$ cat src/rtl/ub_dma_mover_pkg.sv
// Shared types and sizing for the Unified Buffer DMA mover.
// DATA_WIDTH/ADDR_WIDTH mirror the UB memory geometry.
package ub_dma_mover_pkg;

  localparam int DATA_WIDTH  = 32;
  localparam int ADDR_WIDTH  = 10;
  localparam int LEN_WIDTH   = 16;
  localparam int RD_LATENCY  = 1;
  localparam int RFIFO_DEPTH = 4;

  typedef enum logic {
    DMA_LOAD  = 1'b0,
    DMA_STORE = 1'b1
  } dma_dir_e;

  typedef enum logic [2:0] {
    IDLE  = 3'd0,
    LOAD  = 3'd1,
    STORE = 3'd2,
    DRAIN = 3'd3,
    DONE  = 3'd4
  } dma_state_e;

  // UB addresses wrap silently at the top of the space.
  function automatic logic [ADDR_WIDTH-1:0] addr_next(input logic [ADDR_WIDTH-1:0] a);
    return a + ADDR_WIDTH'(1);
  endfunction

endpackage

$ cat src/rtl/ub_dma_mover_if.sv
// Host command/data streams plus the UB DMA port; slave = the mover, master = host/UB side.
interface ub_dma_mover_if
  import ub_dma_mover_pkg::*;
#(
  parameter int DATA_W = DATA_WIDTH,
  parameter int ADDR_W = ADDR_WIDTH,
  parameter int LEN_W  = LEN_WIDTH
);

  logic              cmd_valid;
  logic              cmd_ready;
  dma_dir_e          cmd_dir;
  logic [ADDR_W-1:0] cmd_addr;
  logic [LEN_W-1:0]  cmd_len;

  logic              in_valid;
  logic              in_ready;
  logic [DATA_W-1:0] in_data;

  logic              out_valid;
  logic              out_ready;
  logic [DATA_W-1:0] out_data;

  logic              ub_write_en;
  logic              ub_read_en;
  logic [ADDR_W-1:0] ub_addr;
  logic [DATA_W-1:0] ub_wdata;
  logic [DATA_W-1:0] ub_rdata;

  modport master (
    output cmd_valid, cmd_dir, cmd_addr, cmd_len,
    output in_valid, in_data, out_ready, ub_rdata,
    input  cmd_ready, in_ready, out_valid, out_data,
    input  ub_write_en, ub_read_en, ub_addr, ub_wdata
  );

  modport slave (
    input  cmd_valid, cmd_dir, cmd_addr, cmd_len,
    input  in_valid, in_data, out_ready, ub_rdata,
    output cmd_ready, in_ready, out_valid, out_data,
    output ub_write_en, ub_read_en, ub_addr, ub_wdata
  );

endinterface

$ cat src/rtl/ub_dma_rfifo.sv
// Store-path return FIFO: zero-latency head, push and pop honoured in the same cycle.
// DEPTH must be a power of two; pushes into a full FIFO without a pop are dropped.
module ub_dma_rfifo #(
  parameter int DATA_W = 32,
  parameter int DEPTH  = 4
) (
  input  logic                       clk_i,
  input  logic                       rst_i,
  input  logic                       push_i,
  input  logic [DATA_W-1:0]          push_dat_i,
  input  logic                       pop_i,
  output logic [DATA_W-1:0]          pop_dat_o,
  output logic [$clog2(DEPTH):0]     count_o,
  output logic                       empty_o
);

  localparam int PTR_W = $clog2(DEPTH);
  localparam int CNT_W = PTR_W + 1;

  logic [DATA_W-1:0] mem_q [DEPTH];
  logic [PTR_W-1:0]  wr_ptr_q;
  logic [PTR_W-1:0]  rd_ptr_q;
  logic [CNT_W-1:0]  count_q;
  logic              do_push;
  logic              do_pop;

  assign do_pop  = pop_i && (count_q != '0);
  assign do_push = push_i && ((count_q != CNT_W'(DEPTH)) || do_pop);

  always_ff @(posedge clk_i or posedge rst_i) begin
    if (rst_i) begin
      wr_ptr_q <= '0;
      rd_ptr_q <= '0;
      count_q  <= '0;
    end else begin
      if (do_push) wr_ptr_q <= wr_ptr_q + PTR_W'(1);
      if (do_pop)  rd_ptr_q <= rd_ptr_q + PTR_W'(1);
      case ({do_push, do_pop})
        2'b10:   count_q <= count_q + CNT_W'(1);
        2'b01:   count_q <= count_q - CNT_W'(1);
        default: count_q <= count_q;
      endcase
    end
  end

  // Storage needs no reset: the pointers define what is valid.
  always_ff @(posedge clk_i) begin
    if (do_push) mem_q[wr_ptr_q] <= push_dat_i;
  end

  assign pop_dat_o = mem_q[rd_ptr_q];
  assign count_o   = count_q;
  assign empty_o   = (count_q == '0);

endmodule

$ cat src/rtl/ub_dma_mover.sv
// Moves bursts between host valid/ready streams and the UB DMA port (LOAD: host->UB, STORE: UB->host).
// UB strobes are registered one cycle after the decision; STORE reads are credit-limited by the return FIFO.
module ub_dma_mover
  import ub_dma_mover_pkg::*;
#(
  parameter int DATA_W     = DATA_WIDTH,
  parameter int ADDR_W     = ADDR_WIDTH,
  parameter int LEN_W      = LEN_WIDTH,
  parameter int RD_LAT     = RD_LATENCY,
  parameter int FIFO_DEPTH = RFIFO_DEPTH
) (
  input  logic           clk_i,
  input  logic           rst_i,
  ub_dma_mover_if.slave  bus,
  output logic           busy_o,
  output logic           done_o
);

  localparam int CNT_W = $clog2(FIFO_DEPTH) + 1;

  dma_state_e        state_q, state_d;
  logic [ADDR_W-1:0] addr_q, addr_d;
  logic [LEN_W-1:0]  rem_q, rem_d;
  logic [CNT_W-1:0]  inflight_q, inflight_d;
  logic              ub_we_q, ub_we_d;
  logic              ub_re_q, ub_re_d;
  logic [ADDR_W-1:0] ub_addr_q, ub_addr_d;
  logic [DATA_W-1:0] ub_wdata_q, ub_wdata_d;
  logic [RD_LAT-1:0] rd_vld_q;
  logic [RD_LAT:0]   rd_vld_chain;

  logic              wr_hs;
  logic              rd_issue;
  logic              push;
  logic              pop;
  logic              fifo_empty;
  logic [CNT_W-1:0]  fifo_count;
  logic [DATA_W-1:0] fifo_head;
  logic [CNT_W:0]    credit_used;

  assign wr_hs       = (state_q == LOAD) && (rem_q != '0) && bus.in_valid;
  assign credit_used = {1'b0, fifo_count} + {1'b0, inflight_q};
  // Reads already decided but not yet returned hold a FIFO slot, so the FIFO can never overflow.
  assign rd_issue    = (state_q == STORE) && (rem_q != '0) &&
                       (credit_used < (CNT_W + 1)'(FIFO_DEPTH));
  assign rd_vld_chain = {rd_vld_q, ub_re_q};
  assign push        = rd_vld_q[RD_LAT-1];
  assign pop         = !fifo_empty && bus.out_ready;

  always_comb begin
    state_d    = state_q;
    addr_d     = addr_q;
    rem_d      = rem_q;
    ub_we_d    = 1'b0;
    ub_re_d    = 1'b0;
    ub_addr_d  = ub_addr_q;
    ub_wdata_d = ub_wdata_q;
    case (state_q)
      IDLE: begin
        if (bus.cmd_valid) begin
          addr_d = bus.cmd_addr;
          rem_d  = bus.cmd_len;
          if (bus.cmd_len == '0)              state_d = DONE;
          else if (bus.cmd_dir == DMA_STORE)  state_d = STORE;
          else                                state_d = LOAD;
        end
      end
      LOAD: begin
        if (wr_hs) begin
          ub_we_d    = 1'b1;
          ub_addr_d  = addr_q;
          ub_wdata_d = bus.in_data;
          addr_d     = addr_next(addr_q);
          rem_d      = rem_q - LEN_W'(1);
          if (rem_q == LEN_W'(1)) state_d = DONE;
        end
      end
      STORE: begin
        if (rd_issue) begin
          ub_re_d   = 1'b1;
          ub_addr_d = addr_q;
          addr_d    = addr_next(addr_q);
          rem_d     = rem_q - LEN_W'(1);
          if (rem_q == LEN_W'(1)) state_d = DRAIN;
        end
      end
      DRAIN: begin
        if ((inflight_q == '0) && (fifo_count == '0)) state_d = DONE;
      end
      DONE:    state_d = IDLE;
      default: state_d = IDLE;
    endcase
  end

  always_comb begin
    inflight_d = inflight_q;
    case ({rd_issue, push})
      2'b10:   inflight_d = inflight_q + CNT_W'(1);
      2'b01:   inflight_d = inflight_q - CNT_W'(1);
      default: inflight_d = inflight_q;
    endcase
  end

  always_ff @(posedge clk_i or posedge rst_i) begin
    if (rst_i) begin
      state_q    <= IDLE;
      addr_q     <= '0;
      rem_q      <= '0;
      inflight_q <= '0;
      ub_we_q    <= 1'b0;
      ub_re_q    <= 1'b0;
      ub_addr_q  <= '0;
      ub_wdata_q <= '0;
      rd_vld_q   <= '0;
    end else begin
      state_q    <= state_d;
      addr_q     <= addr_d;
      rem_q      <= rem_d;
      inflight_q <= inflight_d;
      ub_we_q    <= ub_we_d;
      ub_re_q    <= ub_re_d;
      ub_addr_q  <= ub_addr_d;
      ub_wdata_q <= ub_wdata_d;
      rd_vld_q   <= rd_vld_chain[RD_LAT-1:0];
    end
  end

  ub_dma_rfifo #(
    .DATA_W (DATA_W),
    .DEPTH  (FIFO_DEPTH)
  ) u_rfifo (
    .clk_i      (clk_i),
    .rst_i      (rst_i),
    .push_i     (push),
    .push_dat_i (bus.ub_rdata),
    .pop_i      (pop),
    .pop_dat_o  (fifo_head),
    .count_o    (fifo_count),
    .empty_o    (fifo_empty)
  );

  assign bus.cmd_ready   = (state_q == IDLE);
  assign bus.in_ready    = (state_q == LOAD) && (rem_q != '0);
  assign bus.out_valid   = !fifo_empty;
  assign bus.out_data    = fifo_head;
  assign bus.ub_write_en = ub_we_q;
  assign bus.ub_read_en  = ub_re_q;
  assign bus.ub_addr     = ub_addr_q;
  assign bus.ub_wdata    = ub_wdata_q;
  assign busy_o          = (state_q != IDLE);
  assign done_o          = (state_q == DONE);

endmodule

$ cat src/flat_wrapper.sv
// flat-port wrapper written by rule: the top's interface ports become plain ports
module ub_dma_mover_flat import ub_dma_mover_pkg::*;
#(
  parameter int DATA_W     = DATA_WIDTH,
  parameter int ADDR_W     = ADDR_WIDTH,
  parameter int LEN_W      = LEN_WIDTH,
  parameter int RD_LAT     = RD_LATENCY,
  parameter int FIFO_DEPTH = RFIFO_DEPTH
)
  (clk_i, rst_i, busy_o, done_o, bus_cmd_valid, bus_cmd_dir, bus_cmd_addr, bus_cmd_len, bus_in_valid, bus_in_data, bus_out_ready, bus_ub_rdata, bus_cmd_ready, bus_in_ready, bus_out_valid, bus_out_data, bus_ub_write_en, bus_ub_read_en, bus_ub_addr, bus_ub_wdata);
  ub_dma_mover_if #(.DATA_W(DATA_W), .ADDR_W(ADDR_W), .LEN_W(LEN_W)) bus_i ();
  input  logic clk_i;
  input  logic rst_i;
  output logic busy_o;
  output logic done_o;
  input wire logic [$bits(bus_i.cmd_valid)-1:0] bus_cmd_valid;
  input wire logic [$bits(bus_i.cmd_dir)-1:0] bus_cmd_dir;
  input wire logic [$bits(bus_i.cmd_addr)-1:0] bus_cmd_addr;
  input wire logic [$bits(bus_i.cmd_len)-1:0] bus_cmd_len;
  input wire logic [$bits(bus_i.in_valid)-1:0] bus_in_valid;
  input wire logic [$bits(bus_i.in_data)-1:0] bus_in_data;
  input wire logic [$bits(bus_i.out_ready)-1:0] bus_out_ready;
  input wire logic [$bits(bus_i.ub_rdata)-1:0] bus_ub_rdata;
  output wire logic [$bits(bus_i.cmd_ready)-1:0] bus_cmd_ready;
  output wire logic [$bits(bus_i.in_ready)-1:0] bus_in_ready;
  output wire logic [$bits(bus_i.out_valid)-1:0] bus_out_valid;
  output wire logic [$bits(bus_i.out_data)-1:0] bus_out_data;
  output wire logic [$bits(bus_i.ub_write_en)-1:0] bus_ub_write_en;
  output wire logic [$bits(bus_i.ub_read_en)-1:0] bus_ub_read_en;
  output wire logic [$bits(bus_i.ub_addr)-1:0] bus_ub_addr;
  output wire logic [$bits(bus_i.ub_wdata)-1:0] bus_ub_wdata;
  assign bus_i.cmd_valid = bus_cmd_valid;
  assign bus_i.cmd_dir = bus_cmd_dir;
  assign bus_i.cmd_addr = bus_cmd_addr;
  assign bus_i.cmd_len = bus_cmd_len;
  assign bus_i.in_valid = bus_in_valid;
  assign bus_i.in_data = bus_in_data;
  assign bus_i.out_ready = bus_out_ready;
  assign bus_i.ub_rdata = bus_ub_rdata;
  assign bus_cmd_ready = bus_i.cmd_ready;
  assign bus_in_ready = bus_i.in_ready;
  assign bus_out_valid = bus_i.out_valid;
  assign bus_out_data = bus_i.out_data;
  assign bus_ub_write_en = bus_i.ub_write_en;
  assign bus_ub_read_en = bus_i.ub_read_en;
  assign bus_ub_addr = bus_i.ub_addr;
  assign bus_ub_wdata = bus_i.ub_wdata;
  ub_dma_mover #(.DATA_W(DATA_W), .ADDR_W(ADDR_W), .LEN_W(LEN_W), .RD_LAT(RD_LAT), .FIFO_DEPTH(FIFO_DEPTH)) u_core (.clk_i(clk_i), .rst_i(rst_i), .bus(bus_i), .busy_o(busy_o), .done_o(done_o));
endmodule
$ cat config.mk
export PLATFORM = sky130hd
export DESIGN_NAME = ub_dma_mover_flat
export DESIGN_NICKNAME = d
export VERILOG_FILES = /design/src/rtl/ub_dma_mover_pkg.sv /design/src/rtl/ub_dma_mover_if.sv /design/src/rtl/ub_dma_rfifo.sv /design/src/rtl/ub_dma_mover.sv /design/src/flat_wrapper.sv
export SDC_FILE = /design/constraint.sdc
export NUM_CORES = 1
export LEC_CHECK = 0
export ABC_AREA = 1
export BUFFER_PORTS_ARGS = -buffer_cell sky130_fd_sc_hd__buf_2
export CAP_MARGIN = 20
export CORE_ASPECT_RATIO = 1.75
export CORE_UTILIZATION = 35
export DETAILED_ROUTE_END_ITERATION = 8
export SLEW_MARGIN = 20
export SYNTH_ARGS = -nofsm -noshare
export SYNTH_HDL_FRONTEND = slang
export SYNTH_HIERARCHICAL = 1
export SYNTH_SLANG_ARGS = --single-unit
$ cat constraint.sdc
create_clock -name clk_i -period 2.8 [get_ports clk_i]
set_clock_uncertainty 0.2 [all_clocks]
set_input_delay 0.28 -clock clk_i [delete_from_list [all_inputs] [get_ports clk_i]]
set_output_delay 0.28 -clock clk_i [all_outputs]
set_load 0.02 [all_outputs]
# Word level (Yosys, flattened, before mapping)
# Memories as Yosys holds them, arrays and structs flattened.
# Cells that the tools add are included.
word_totals:
  word_cells: 92
  mem_count: 1
  register_bits: 84
  mem_bits_rw: 128
  out_inout_bits: 81
  in_bits: 96
memory_table:
  columns: ["name", "words", "width", "rd", "rd_clocked_by_memory_dff", "wr", "line_no", "source"]
  rows:
  - ["u_core.u_rfifo.mem_q", 4, 32, 1, 0, 1, "ub_dma_rfifo.sv:20", "logic [DATA_W-1:0] mem_q [DEPTH];"]
op_classes:
  reduce_logical: 25
  n_addsub: 9
  magnitude_cmp: 1
  muxes: 28
  eq_ne: 16
op_table:
  columns: ["op", "count"]
  rows:
  - ["$mux 10", 5]
  - ["$mux 16", 3]
  - ["$pmux 16 s3", 1]
  - ["$pmux 10 s3", 1]
  - ["$mux 3", 7]
  - ["$pmux 10 s2", 1]
  - ["$eq 16x1->1 const B", 1]
  - ["$logic_not 16->1", 1]
  - ["$reduce_bool 16->1", 1]
  - ["$sub 16x1->16 const B", 1]
  - ["$pmux 3 s2", 2]
  - ["$pmux 3 s4", 1]
  - ["$add 10x1->10 const B", 1]
  - ["$logic_not 3->1", 3]
  - ["$reduce_bool 3->1", 3]
  - ["$logic_and 1x1->1", 8]
  - ["$add 3x1->3 const B", 2]
  - ["$eq 3x2->1 const B", 2]
  - ["$mux 1", 6]
  - ["$ne 2x1->1 const B", 3]
  - ["$ne 2x2->1 const B", 3]
  - ["$reduce_and 6->1", 1]
  - ["$reduce_bool 2->1", 3]
  - ["$sub 3x1->3 const B", 2]
  - ["14 further kinds", 17]

# Depth between registers and ports, before layout
# Gate-level depths: netlist (run 1).
depth:
  depth_word: 8
  mapped_depth: 12
  depth_no_buf: 12

# Cells and area by module
# The synthesis (run 1) kept the hierarchy.
by_module_without_submodules:
  columns: ["mod", "n_inst", "seq_area_each_um2", "cells_each", "area_per_inst_um2"]
  rows:
  - ["ub_dma_rfifo", 1, 4018.9, 368, 5200.0]
  - ["ub_dma_mover", 1, 1926.8, 585, 4202.8]

# Least setup slack after synthesis (run 1)
# No wires, ideal clock.
synth_timing:
  path_type: "reg2reg"
  startpoint: "register u_core.u_rfifo.count_q[2], in the netlist u_core/u_rfifo/count_o[2]"
  endpoint: "memory u_core.u_rfifo.mem_q[0][0], enable pin"
  t_arrival_ps: 2361
  path_stages_with_launch: 7
  t_required_ps: 2179
  setup_time_ps: 421
  setup_slack_ps: -182
  n_path_buf: 0
  synth_period_minus_slack_ps: 2982
  cell_sequence: "dfrtp_1 > inv_1 > nand2_1 > inv_1 > nor2_1 > o21ai_4 > nor2_1"
synth_via:
  elab_chain_len: 8
  elab_cells_between_ends: 10
  cone_classes: "1 x eq/ne; 2 x mux; 7 x reduce/logical"
synth_lines:
  columns: ["element", "line_no", "source"]
  rows:
  - ["start, declared", "ub_dma_rfifo.sv:23", "logic [CNT_W-1:0] count_q;"]
  - ["start signal, assigned", "ub_dma_rfifo.sv:39", "2'b10: count_q <= count_q + CNT_W'(1);"]
  - ["start signal, assigned", "ub_dma_rfifo.sv:40", "2'b01: count_q <= count_q - CNT_W'(1);"]
  - ["start signal, assigned", "ub_dma_rfifo.sv:41", "default: count_q <= count_q;"]
  - ["$logic_not 3->1", "ub_dma_rfifo.sv:53", "assign empty_o = (count_q == '0);"]
  - ["via u_core.fifo_empty", "ub_dma_mover.sv:36", "logic fifo_empty;"]
  - ["$logic_not 1->1", "ub_dma_mover.sv:48", "assign pop = !fifo_empty && bus.out_ready;"]
  - ["$logic_and 1x1->1", "ub_dma_mover.sv:48", null]
  - ["via u_core.pop", "ub_dma_mover.sv:35", "logic pop;"]
  - ["$logic_and 1x1->1", "ub_dma_rfifo.sv:27", "assign do_pop = pop_i && (count_q != '0);"]
  - ["$logic_or 1x1->1", "ub_dma_rfifo.sv:28", "assign do_push = push_i && ((count_q != CNT_W'(DEPTH)) || do_pop);"]
  - ["$logic_and 1x1->1", "ub_dma_rfifo.sv:28", null]
  - ["$mux 1", "ub_dma_rfifo.sv:48", "if (do_push) mem_q[wr_ptr_q] <= push_dat_i;"]
  - ["$mux 1 (not written as such)", "ub_dma_rfifo.sv:48", null]
  - ["end, declared", "ub_dma_rfifo.sv:20", null]
# The timed path passes the listed nets, and every way through them passes these cells.

# Worst setup path after layout (run 1)
layout_timing:
  startpoint: "register u_core.rem_q[11]"
  endpoint: "register u_core.inflight_q[2]"
layout_via:
  elab_chain_len: 5
  elab_cells_between_ends: 7
  cone_classes: "2 x eq/ne; 1 x mux; 4 x reduce/logical"
layout_lines:
  columns: ["element", "line_no", "source"]
  rows:
  - ["start, declared", "ub_dma_mover.sv:23", "logic [LEN_W-1:0] rem_q, rem_d;"]
  - ["start signal, assigned", "ub_dma_mover.sv:118", "rem_q <= rem_d;"]
  - ["$reduce_bool 16->1 *", "ub_dma_mover.sv:44", "assign rd_issue = (state_q == STORE) && (rem_q != '0) &&"]
  - ["$logic_and 1x1->1 * (2 in series)", "ub_dma_mover.sv:44", null]
  - ["$eq 2x1->1 or $eq 2x2->1 (tied branches)", "ub_dma_mover.sv:97", "case ({rd_issue, push})"]
  - ["$pmux 3 s2 or $reduce_bool 2->1 (tied branches)", null, null]
  - ["end signal, assigned", "ub_dma_mover.sv:119", "inflight_q <= inflight_d;"]
  - ["end, declared", "ub_dma_mover.sv:24", "logic [CNT_W-1:0] inflight_q, inflight_d;"]
# Every way passes the cells marked *; elsewhere a longest branch is shown, timed or not.
# A chain may end at the register's enable or synchronous reset.

==> results of run 1 <==
[layout by cell type, fill, tap and decap left out, types with 5 or more instances in the layout]
master / synthesis / final
ha_1: 11 / 11
nand2_1: 268 / 268
nor2_2: 5 / 5
nand3_1: 59 / 59
o22ai_1: 33 / 33
inv_1: 55 / 54
inv_2: 4 / 5
o21ai_1: 21 / 21
dlygate4sd3_1: 0 / 92
clkbuf_16: 0 / 21
a21oi_1: 16 / 16
buf_12: 0 / 6
nor2_1: 137 / 133
dfrtp_1: 84 / 83
buf_2: 14 / 176
buf_4: 4 / 11
xnor2_1: 5 / 5
edfxtp_1: 128 / 128
o21ai_0: 63 / 63
[state kept, by name, summed over array words and instances (netlist names)]
| signal | count |
|---|---|
| u_core/u_rfifo/rd_ptr_q | 2 |
| u_core/u_rfifo/count_o | 3 |
| u_core/bus.ub_addr | 10 |
| u_core/push | 1 |
| u_core/bus.ub_read_en | 1 |
| u_core/bus.ub_write_en | 1 |
| u_core/state_q | 3 |
| u_core/inflight_q | 3 |
| u_core/u_rfifo/wr_ptr_q | 2 |
| u_core/rem_q | 16 |
| u_core/addr_q | 10 |
| u_core/bus.ub_wdata | 32 |
| u_core/u_rfifo/mem_q | 128 |
[layout make-up]
class	instances	area [µm²]
timing repair buffer	285	2004
inverter	59	221.5
clock inverter	14	170.2
antenna	1	2.502
multi-input combinational	642	3008
fill	2469	14180
tap	324	405.4
clock buffer	24	546.8
sequential	212	5947
[cells in the mapped netlist, types with 2 or more instances]
master,n,area (µm²)
a21oi_1,16,80.08
buf_2,14,70.07
buf_4,4,30.03
buf_6,10,112.6
clkbuf_1,12,45.04
dfrtp_1,84,2102
edfxtp_1,128,3844
fa_1,2,40.04
ha_1,11,137.6
inv_1,55,206.5
inv_2,4,15.01
nand2_1,268,1006
nand2_2,3,18.77
nand2_4,2,22.52
nand3_1,59,295.3
nand3_4,2,35.03
nand4_1,3,18.77
nor2_1,137,514.2
nor2_2,5,31.28
nor3_1,3,15.01
o21ai_0,63,315.3
o21ai_1,21,105.1
o22ai_1,33,206.5
xnor2_1,5,43.79
xor2_1,2,17.52
[metrics by stage]
| stage | instances | setup WS [ps] |
|---|---|---|
| 2_1_floorplan | 953 | -181.9 |
| 3_3_place_gp | 1430 | 346.8 |
| 3_5_place_dp | 1430 | 343.4 |
| 4_1_cts | 1560 | 324.0 |
| 5_1_grt | 1561 | 143.5 |
| 6_report | 1561 | 323.3 |
[timing repair]
item | CTS | global route
hold endpoints to repair | 272 | 0
gates resized for setup | 0 | 0
hold buffers | 92 | 0
[worst register-to-register path: stages (launching register included)]
cell     delay (ps)
dfrtp_1         420
nor2_1          180
nand2_1         110
nor2_2          220
nand2_4         130
nand2_8         120
ha_1            150
inv_1            70
fa_1            380
a21oi_1         140
o21ai_0         110
xnor2_1         130
[power breakdown]
group	switching, mW	internal (mW)	leakage (nW)	total, mW
logic	4.13	2.01	2.93	6.14
clock network	1.25	1.70	0.346	2.95
registers	0.497	4.09	2.19	4.59
[per-layer routing]
metal / vias up / GRT usage / part of all wire
met4: 2 / 0.06747 / 0.029
met3: 45 / 0.02779 / 0.041
met2: 187 / 0.3396 / 0.55
met5: - / 0 / 0.00042
li1: 3714 / - / -
met1: 3582 / 0.1799 / 0.38
[path summary, 6_finish.rpt]
path                                            startpoint                               endpoint
max                           u_core/rem_q[11]$_DFFE_PP0P_       u_core/inflight_q[2]$_DFFE_PP0P_
min                                           bus_in_valid    u_core/bus.ub_wdata[17]$_DFFE_PP0P_
max reg2reg                   u_core/rem_q[11]$_DFFE_PP0P_       u_core/inflight_q[2]$_DFFE_PP0P_
min reg2reg                u_core/bus.ub_read_en$_DFF_PP0_                  u_core/push$_DFF_PP0_
max in group asynchronous                            rst_i    u_core/bus.ub_wdata[16]$_DFFE_PP0P_
min in group asynchronous                            rst_i  u_core/u_rfifo/count_o[0]$_DFFE_PP0P_
[cell families after synthesis]
logic type,synth area share
AO/OA/AOI/OAI,0.07851
XOR/XNOR,0.006520
adder cells (fa/ha/maj),0.01890
buffers and inverters,0.05096
flip-flops,0.6323
AND/OR/NAND/NOR,0.2128
==> results by group, run 1 <==
Critical path
  • Worst setup EP type: flop
  • Type of origin of the critical path: flop
  • Largest stage delay on the critical path: 420 ps
  • CP Cell Sequence: nor2_1, nand2_1, nor2_2, nand2_4, nand2_8, ha_1, inv_1, fa_1, a21oi_1, o21ai_0, xnor2_1
  • Register-to-Register Path Depth: 11
  • Crit Path Class: flop to flop
  • Worst Path Buf+Inv: 1
  • Worst path slowest cell: dfrtp_1
  • R2R setup slack: 320 ps
  • Stages on the worst setup path: 11
  • CP arrival: 2680 ps
  • Required @ worst endpoint: 3010 ps
  • Delay-heaviest family, CP: simple AND/OR/NAND/NOR gates
  • Max FO, Critical Path: 10

Detailed routing
  • Wire length per cell: 15.24 µm
  • Initial DRC Count: 401
  • Detailed Route WL: 23.79 mm
  • DRC Markers: 0
  • Pre-antenna DRT Iters: 4
  • Via Count: 7,530
  • Vias per std cell: 4.824
  • Routed Antenna Nets: 0

Synth
  • Post-synth cell types: 32
  • Register bit total from synthesis: 212
  • FFs w/ async S/R, synth: 0.3962
  • Number of synthesized flops with an enable pin: 128
  • Ys flop type: edfxtp_1
  • Avg Cell Area, Syn: 9.866 µm²
  • Post-synthesis sequential area ratio: 0.6323
  • Post-synthesis cell area: 9403 µm²
  • Syn Nets: 1,062
  • Yosys warning count: 6
  • Syn Inst Count: 953

Power
  • Power Total: 13.68 mW
  • LEAKAGE: 5.472 nW
  • IR drop worst, VDD: 0.001179 V
  • Power density cells: 1112 nW/µm²

Global routing
  • Antenna violations before repair: 2
  • Global-route wire length before repair: 37.65 mm
  • Number of global-route vias before repair: 7,548
  • GRT Util Overall: 0.1727
  • Overflow after GRT: 0
  • Largest net degree at the start of global routing: 47

Final layout
  • Final Cell Area: 12,310 µm²
  • Nets@finish: 1,330
  • Final core utilization: 0.4645
  • Area delta synth->final: 30.87%
  • Share of cells above drive strength 1: 0.2063

Timing
  • Tcrit/Tclk final: 0.8846
  • Tmin final: 2477 ps
  • RSZ-0062 raised after global routing: no
  • Fin Setup TNS: 0 ps
  • Slew @ Worst Pin: 618.0 ps
  • Final Max Tran Viols: 0
  • Max_slew headroom: 0.5880
  • Final hold slack: 33.70 ps
  • Fmax: 403.8 MHz
  • Final setup viols: 0
  • Final hold viol count: 0

Floorplan
  • Std cell rows: 79
  • IO Count: 177
  • DIE AREA: 27,550 µm²
  • Die Y: 218.8 µm
  • Core area: 26,490 µm²
  • Starting Density: 0.3549
  • Die width: 125.9 µm

Clock network
  • Clock latency on the worst-skew pair: 520 ps
  • Clk buf depth: 3
  • Sink Count: 212
  • Total number of H-tree levels: 1
  • Clock root buffer: clkbuf_16
  • CTS buffer count: 21
  • Setup Buffers After CTS: 0
  • CTS tree: yes
  • Clock Pin Slew Worst Setup and Hold Paths: 70 ps

Placement
  • RD Place Congestion: 0.8190
  • Post-DP HPWL: 15.04 mm
  • PortBufs: 176
  • Post-place instance area: 10,670 µm²

Hold path
  • Hold Path Depth: 4
  • Hold Path Class: primary input to flop

Run status
  • Status: finished clean

Job
  • Max Cap Viol: 0
(Power assumes the default switching activity.)
==> inputs of run 2 (changes only) <==
--- a/config.mk
+++ b/config.mk
@@ -8,9 +8,12 @@
 export ABC_AREA = 1
 export BUFFER_PORTS_ARGS = -buffer_cell sky130_fd_sc_hd__buf_2
 export CAP_MARGIN = 20
+export CELL_PAD_IN_SITES_DETAIL_PLACEMENT = 1
+export CELL_PAD_IN_SITES_GLOBAL_PLACEMENT = 2
 export CORE_ASPECT_RATIO = 1.75
-export CORE_UTILIZATION = 35
+export CORE_UTILIZATION = 31
 export DETAILED_ROUTE_END_ITERATION = 8
+export PLACE_DENSITY_LB_ADDON = 0.1
 export SLEW_MARGIN = 20
 export SYNTH_ARGS = -nofsm -noshare
 export SYNTH_HDL_FRONTEND = slang
==> results by group, run 2 (synthesis gave the netlist of run 1 again) <==
Run status
  • Status: finished clean

Detailed routing
  • Wire length per cell: 16.54 µm
  • Via Count: 7,596
  • DRC Markers: 0
  • Initial DRC Count: 292
  • Pre-antenna DRT Iters: 7
  • Detailed Route WL: 26.99 mm
  • Vias per std cell: 4.654
  • Routed Antenna Nets: 0

Clock network
  • CTS tree: yes
  • Clock latency on the worst-skew pair: 520 ps
  • Clock root buffer: clkbuf_16
  • Clk buf depth: 3
  • Total number of H-tree levels: 1
  • Clock Pin Slew Worst Setup and Hold Paths: 60 ps
  • Sink Count: 212
  • Setup Buffers After CTS: 0
  • CTS buffer count: 22

Critical path
  • Register-to-Register Path Depth: 12
  • Crit Path Class: flop to output port
  • Worst setup EP type: output port
  • Type of origin of the critical path: flop
  • Max FO, Critical Path: 34
  • Required @ worst endpoint: 2320 ps
  • CP arrival: 2080 ps

Power
  • Internal Dissipation: 7.918 mW
  • Sw frac: 0.4325
  • Power Total: 13.95 mW
  • LEAKAGE: 5.509 nW
  • Gate power share: 0.452
  • Sw Pwr: 6.034 mW
  • Power density cells: 1120 nW/µm²
  • Clk network pwr share: 0.210
  • IR drop worst, VDD: 0.0005590 V
  • Flop pwr share: 0.337

Floorplan
  • Std cell rows: 84
  • Die Y: 232.4 µm
  • Die width: 133.7 µm
  • IO Count: 177
  • Core area: 29,950 µm²
  • Starting Density: 0.3139
  • DIE AREA: 31,060 µm²

Final layout
  • Commonest cells after routing, fill and taps aside: nand2_1, buf_2, nor2_1, edfxtp_1, dlygate4sd3_1
  • Largest Register: u_core/u_rfifo/mem_q
  • Most common cell after layout, fill and taps aside: nand2_1
  • Nets@finish: 1,338
  • N_diodes: 0
  • Flip-flop and latch area: 5948 µm²
  • Filler cells: 3,472
  • Max reg flops: 128
  • Share of cells above drive strength 1: 0.2088
  • Area delta synth->final: 32.52%
  • Multi-input combinational cell area: 3010 µm²

Timing
  • Fmax: 390.2 MHz
  • Final hold viol count: 0
  • Fin Setup TNS: 0 ps
  • Final setup viols: 0
  • Final Max Tran Viols: 0
  • RSZ-0062 raised after global routing: no
  • Tcrit/Tclk final: 0.9153
  • Final hold slack: 121.5 ps
  • Slew @ Worst Pin: 607.4 ps
  • Tmin final: 2563 ps
  • Max_slew headroom: 0.5945

Placement
  • RD Place Congestion: 0.7436
  • PortBufs: 176
  • Post-DP HPWL: 18.44 mm

Global routing
  • GR Util met3: 0.01961
  • Overflow after GRT: 0
  • Met2 Use GR: 0.3509
  • GRT Util Overall: 0.1789
  • Global-route wire length before repair: 42.93 mm
  • Most Crowded Layer GR: met2
  • Antenna violations before repair: 0
  • GRT met1 Usage: 0.1932
  • Largest net degree at the start of global routing: 46
  • Number of global-route vias before repair: 8,029

Hold path
  • Hold Path Class: primary input to async pin

Job
  • Max Cap Viol: 0
## run 2: final cells by class
cell class,count,area share
Clock buffer,25,0.04508
Clock inverter,15,0.01275
Inverter,59,0.01807
Multi-Input combinational cell,642,0.2416
Sequential cell,212,0.4774
Tap cell,387,0.03886
Timing Repair Buffer,292,0.1663
## run 2: layer usage
layer  up-vias  share of wire  wire length [µm]
met5         -              0                 0
met4         0          0.026               705
met3        44          0.029               773
met2       139           0.56             15150
met1      3691           0.38             10370
li1       3722              -                 -
## run 2: worst paths after layout
kind | startpoint | end | slack [ps]
max | u_core/u_rfifo/rd_ptr_q[0]$_DFFE_PP0N_ | bus_out_data[22] | 240
min | rst_i | u_core/u_rfifo/count_o[0]$_DFFE_PP0P_ | 120
max reg2reg | u_core/rem_q[0]$_DFFE_PP0P_ | u_core/inflight_q[2]$_DFFE_PP0P_ | 320
min reg2reg | u_core/bus.ub_read_en$_DFF_PP0_ | u_core/push$_DFF_PP0_ | 180
max in group asynchronous | rst_i | u_core/bus.ub_wdata[25]$_DFFE_PP0P_ | 1510
min in group clk_i | bus_out_ready | u_core/u_rfifo/rd_ptr_q[0]$_DFFE_PP0N_ | 160
## run 2: repair_timing
item	in CTS	in global routing
setup endpoints to repair	0	22
gates resized for setup	0	3
hold buffers	93	0
endpoints found under the hold margin	219	0
## run 2: critical path, cell delays in order (launching register included)
cell and delay, ps:
dfrtp_2 570, inv_4 300, buf_12 240, nor2_1 60, o22ai_1 190, buf_2 190
## run 2: per-stage QoR
| stage | utilization | cells | setup WS, ps | cell area (µm²) |
|---|---|---|---|---|
| floorplan | - | 953 | -181.9 | 9403 |
| global placement | 0.3607 | 1499 | 343.6 | 10810 |
| detailed placement | 0.3607 | 1499 | 327.5 | 10810 |
| CTS | 0.4159 | 1632 | 5.873 | 12460 |
| global route | 0.4160 | 1632 | 21.37 | 12460 |
| finish | 0.4160 | 1632 | 237.2 | 12460 |
## run 2: power by group through the flow
stage          clock (mW)  combinational, mW  sequential [mW]
6_report             2.94               6.31             4.71
2_1_floorplan           0               4.02             4.91
3_3_place_gp            0               6.31             4.75
3_5_place_dp            0               6.35             4.78
5_1_grt              3.14               7.13             4.83
4_1_cts              3.05               6.48             4.72
==> inputs of run 3 (changes only) <==
--- a/config.mk
+++ b/config.mk
@@ -6,7 +6,7 @@
 export NUM_CORES = 1
 export LEC_CHECK = 0
 export ABC_AREA = 1
-export BUFFER_PORTS_ARGS = -buffer_cell sky130_fd_sc_hd__buf_2
+export BUFFER_PORTS_ARGS = -buffer_cell sky130_fd_sc_hd__clkbuf_2
 export CAP_MARGIN = 20
 export CELL_PAD_IN_SITES_DETAIL_PLACEMENT = 1
 export CELL_PAD_IN_SITES_GLOBAL_PLACEMENT = 2
==> results by group, run 3 (synthesis gave the netlist of run 1 again) <==
Power
  • Power density cells: 1119 nW/µm²
  • Internal Dissipation: 7.846 mW
  • Sw frac: 0.4382
  • Clk network pwr share: 0.207
  • IR drop worst, VDD: 0.0004644 V
  • LEAKAGE: 5.539 nW
  • Flop pwr share: 0.332
  • Sw Pwr: 6.121 mW
  • Gate power share: 0.462

Detailed routing
  • Pre-antenna DRT Iters: 4
  • Initial DRC Count: 276
  • Vias per std cell: 4.604
  • Detailed Route WL: 27.03 mm
  • Wire length per cell: 16.53 µm
  • DRC Markers: 0
  • Routed Antenna Nets: 0
  • Via Count: 7,528

Final layout
  • Final Cell Area: 12,480 µm²
  • Share of cells above drive strength 1: 0.2099
  • Largest Register: u_core/u_rfifo/mem_q
  • Max reg flops: 128
  • Final core utilization: 0.4167
  • Area delta synth->final: 32.73%
  • Commonest cells after routing, fill and taps aside: nand2_1, clkbuf_2, nor2_1, edfxtp_1, dlygate4sd3_1
  • N_diodes: 0
  • Final cell count without fillers: 1,635
  • Most common cell after layout, fill and taps aside: nand2_1
  • Nets@finish: 1,341

Floorplan
  • IO Count: 177
  • Std cell rows: 84
  • Core area: 29,950 µm²
  • Starting Density: 0.3139
  • Die Y: 232.4 µm
  • DIE AREA: 31,060 µm²
  • Die width: 133.7 µm

Clock network
  • Setup Buffers After CTS: 0
  • Clk buf depth: 3
  • Total number of H-tree levels: 1
  • Clock latency on the worst-skew pair: 520 ps
  • Clock root buffer: clkbuf_16
  • Clock Pin Slew Worst Setup and Hold Paths: 70 ps
  • CTS tree: yes
  • Post-CTS sizing: 0
  • Sink Count: 212
  • CTS buffer count: 22

Global routing
  • Global-route wire length before repair: 42.79 mm
  • Antenna violations before repair: 0
  • Number of global-route vias before repair: 8,028
  • Largest net degree at the start of global routing: 49
  • GRT Util Overall: 0.1788
  • Overflow after GRT: 0

Critical path
  • R2R Path End: u_core/inflight_q[2]$_DFFE_PP0P_
  • Beginning of the critical path: u_core/rem_q[4]$_DFFE_PP0P_
  • Worst setup EP type: flop
  • Worst r2r src: u_core/rem_q[4]$_DFFE_PP0P_
  • Crit Path Class: flop to flop
  • Required @ worst endpoint: 3010 ps
  • R2R setup slack: 320 ps
  • Register-to-Register Path Depth: 11
  • Max FO, Critical Path: 10
  • Crit path capture: u_core/inflight_q[2]$_DFFE_PP0P_
  • Worst path slowest cell: dfrtp_1
  • Worst Path Buf+Inv: 1
  • Largest stage delay on the critical path: 420 ps
  • Stages on the worst setup path: 11
  • Delay-heaviest family, CP: simple AND/OR/NAND/NOR gates
  • CP arrival: 2690 ps
  • Type of origin of the critical path: flop
  • CP Cell Sequence: nor2_1, nand2_1, nor2_2, nand2_4, nand2_8, ha_1, inv_1, fa_1, a21oi_1, o21ai_0, xnor2_1

Placement
  • Placed cell count: 1,502
  • RD Place Congestion: 0.7491
  • Post-place instance area: 10,840 µm²
  • PortBufs: 176
  • Post-DP HPWL: 18.44 mm

Timing
  • Final hold slack: 30.74 ps
  • Final hold viol count: 0
  • Tcrit/Tclk final: 0.8843
  • RSZ-0062 raised after global routing: no
  • Final setup viols: 0
  • Slew @ Worst Pin: 906.5 ps
  • Fmax: 403.9 MHz
  • Max_slew headroom: 0.3949
  • Final Max Tran Viols: 0
  • Tmin final: 2476 ps

Hold path
  • Hold Path Depth: 4
  • Hold Path Class: primary input to flop

Job
  • Max Cap Viol: 0

Run status
  • Status: finished clean
==> run 3: changes by cell type in the layout (fill, tap and decap cells not counted), sizes merged <==
cell      previous run  this run
clkinvlp             3         2
clkbuf              25       206
buf                199        26
clkinv              10         7
bufinv               3         1
inv                 58        59
==> run 3: power by group through the flow <==
stage	sequential [mW]	combinational, mW	clock, mW
final	4.63	6.45	2.89
after global routing	4.73	7.27	3.10
after CTS	4.64	6.64	3.00
after detailed placement	4.70	6.51	0
after global placement	4.68	6.43	0
after floorplan	4.91	4.02	0
==> run 3: how the worst min path moves through the flow <==
stage / from / to / slack (ps)
after floorplan: rst_i / u_core/u_rfifo/count_o[0]$_DFFE_PP0P_ / -120
after global placement: rst_i / u_core/u_rfifo/count_o[0]$_DFFE_PP0P_ / 70
after detailed placement: rst_i / u_core/u_rfifo/count_o[0]$_DFFE_PP0P_ / 60
after CTS: bus_in_valid / u_core/bus.ub_addr[1]$_DFFE_PP0P_ / 20
after global routing: bus_in_valid / u_core/bus.ub_addr[2]$_DFFE_PP0P_ / 50
final: bus_in_valid / u_core/bus.ub_addr[2]$_DFFE_PP0P_ / 30
==> run 3: layer usage <==
layer | routed length (µm) | vias up | global-route usage | share of wire
met5 | 0 | - | 0 | 0
met4 | 599 | 0 | 0.06143 | 0.022
met3 | 766 | 31 | 0.01917 | 0.028
met2 | 15300 | 119 | 0.3543 | 0.57
met1 | 10360 | 3639 | 0.1920 | 0.38
li1 | - | 3739 | - | -
==> run 3: what timing repair did <==
| item | in CTS | in global routing |
|---|---|---|
| hold endpoints to repair | 238 | 0 |
| endpoints found under the setup margin | 0 | 0 |
| hold buffers | 93 | 0 |
==> run 3: through the flow <==
stage	power (mW)	setup slack, ps	TNS [ps]
2_1_floorplan	8.931	-181.9	-23280
3_3_place_gp	11.11	351.6	0
3_5_place_dp	11.20	304.5	0
4_1_cts	14.29	271.8	0
5_1_grt	15.10	125.2	0
6_report	13.97	324.0	0
==> run 3: worst register-to-register path, stage by stage, from the launching register on <==
cell and delay, ps:
dfrtp_1 420, nor2_1 200, nand2_1 160, nor2_2 150
nand2_4 110, nand2_8 120, ha_1 160, inv_1 60
fa_1 380, a21oi_1 150, o21ai_0 110, xnor2_1 130
==> run 3: layout make-up <==
type,instances,area [µm²]
Fill cell,3495,17470
Timing Repair Buffer,295,2107
Clock inverter,10,108.9
Tap cell,387,484.2
Clock buffer,30,600.6
Sequential cell,212,5947
Inverter,59,222.7
Multi-Input combinational cell,642,3010
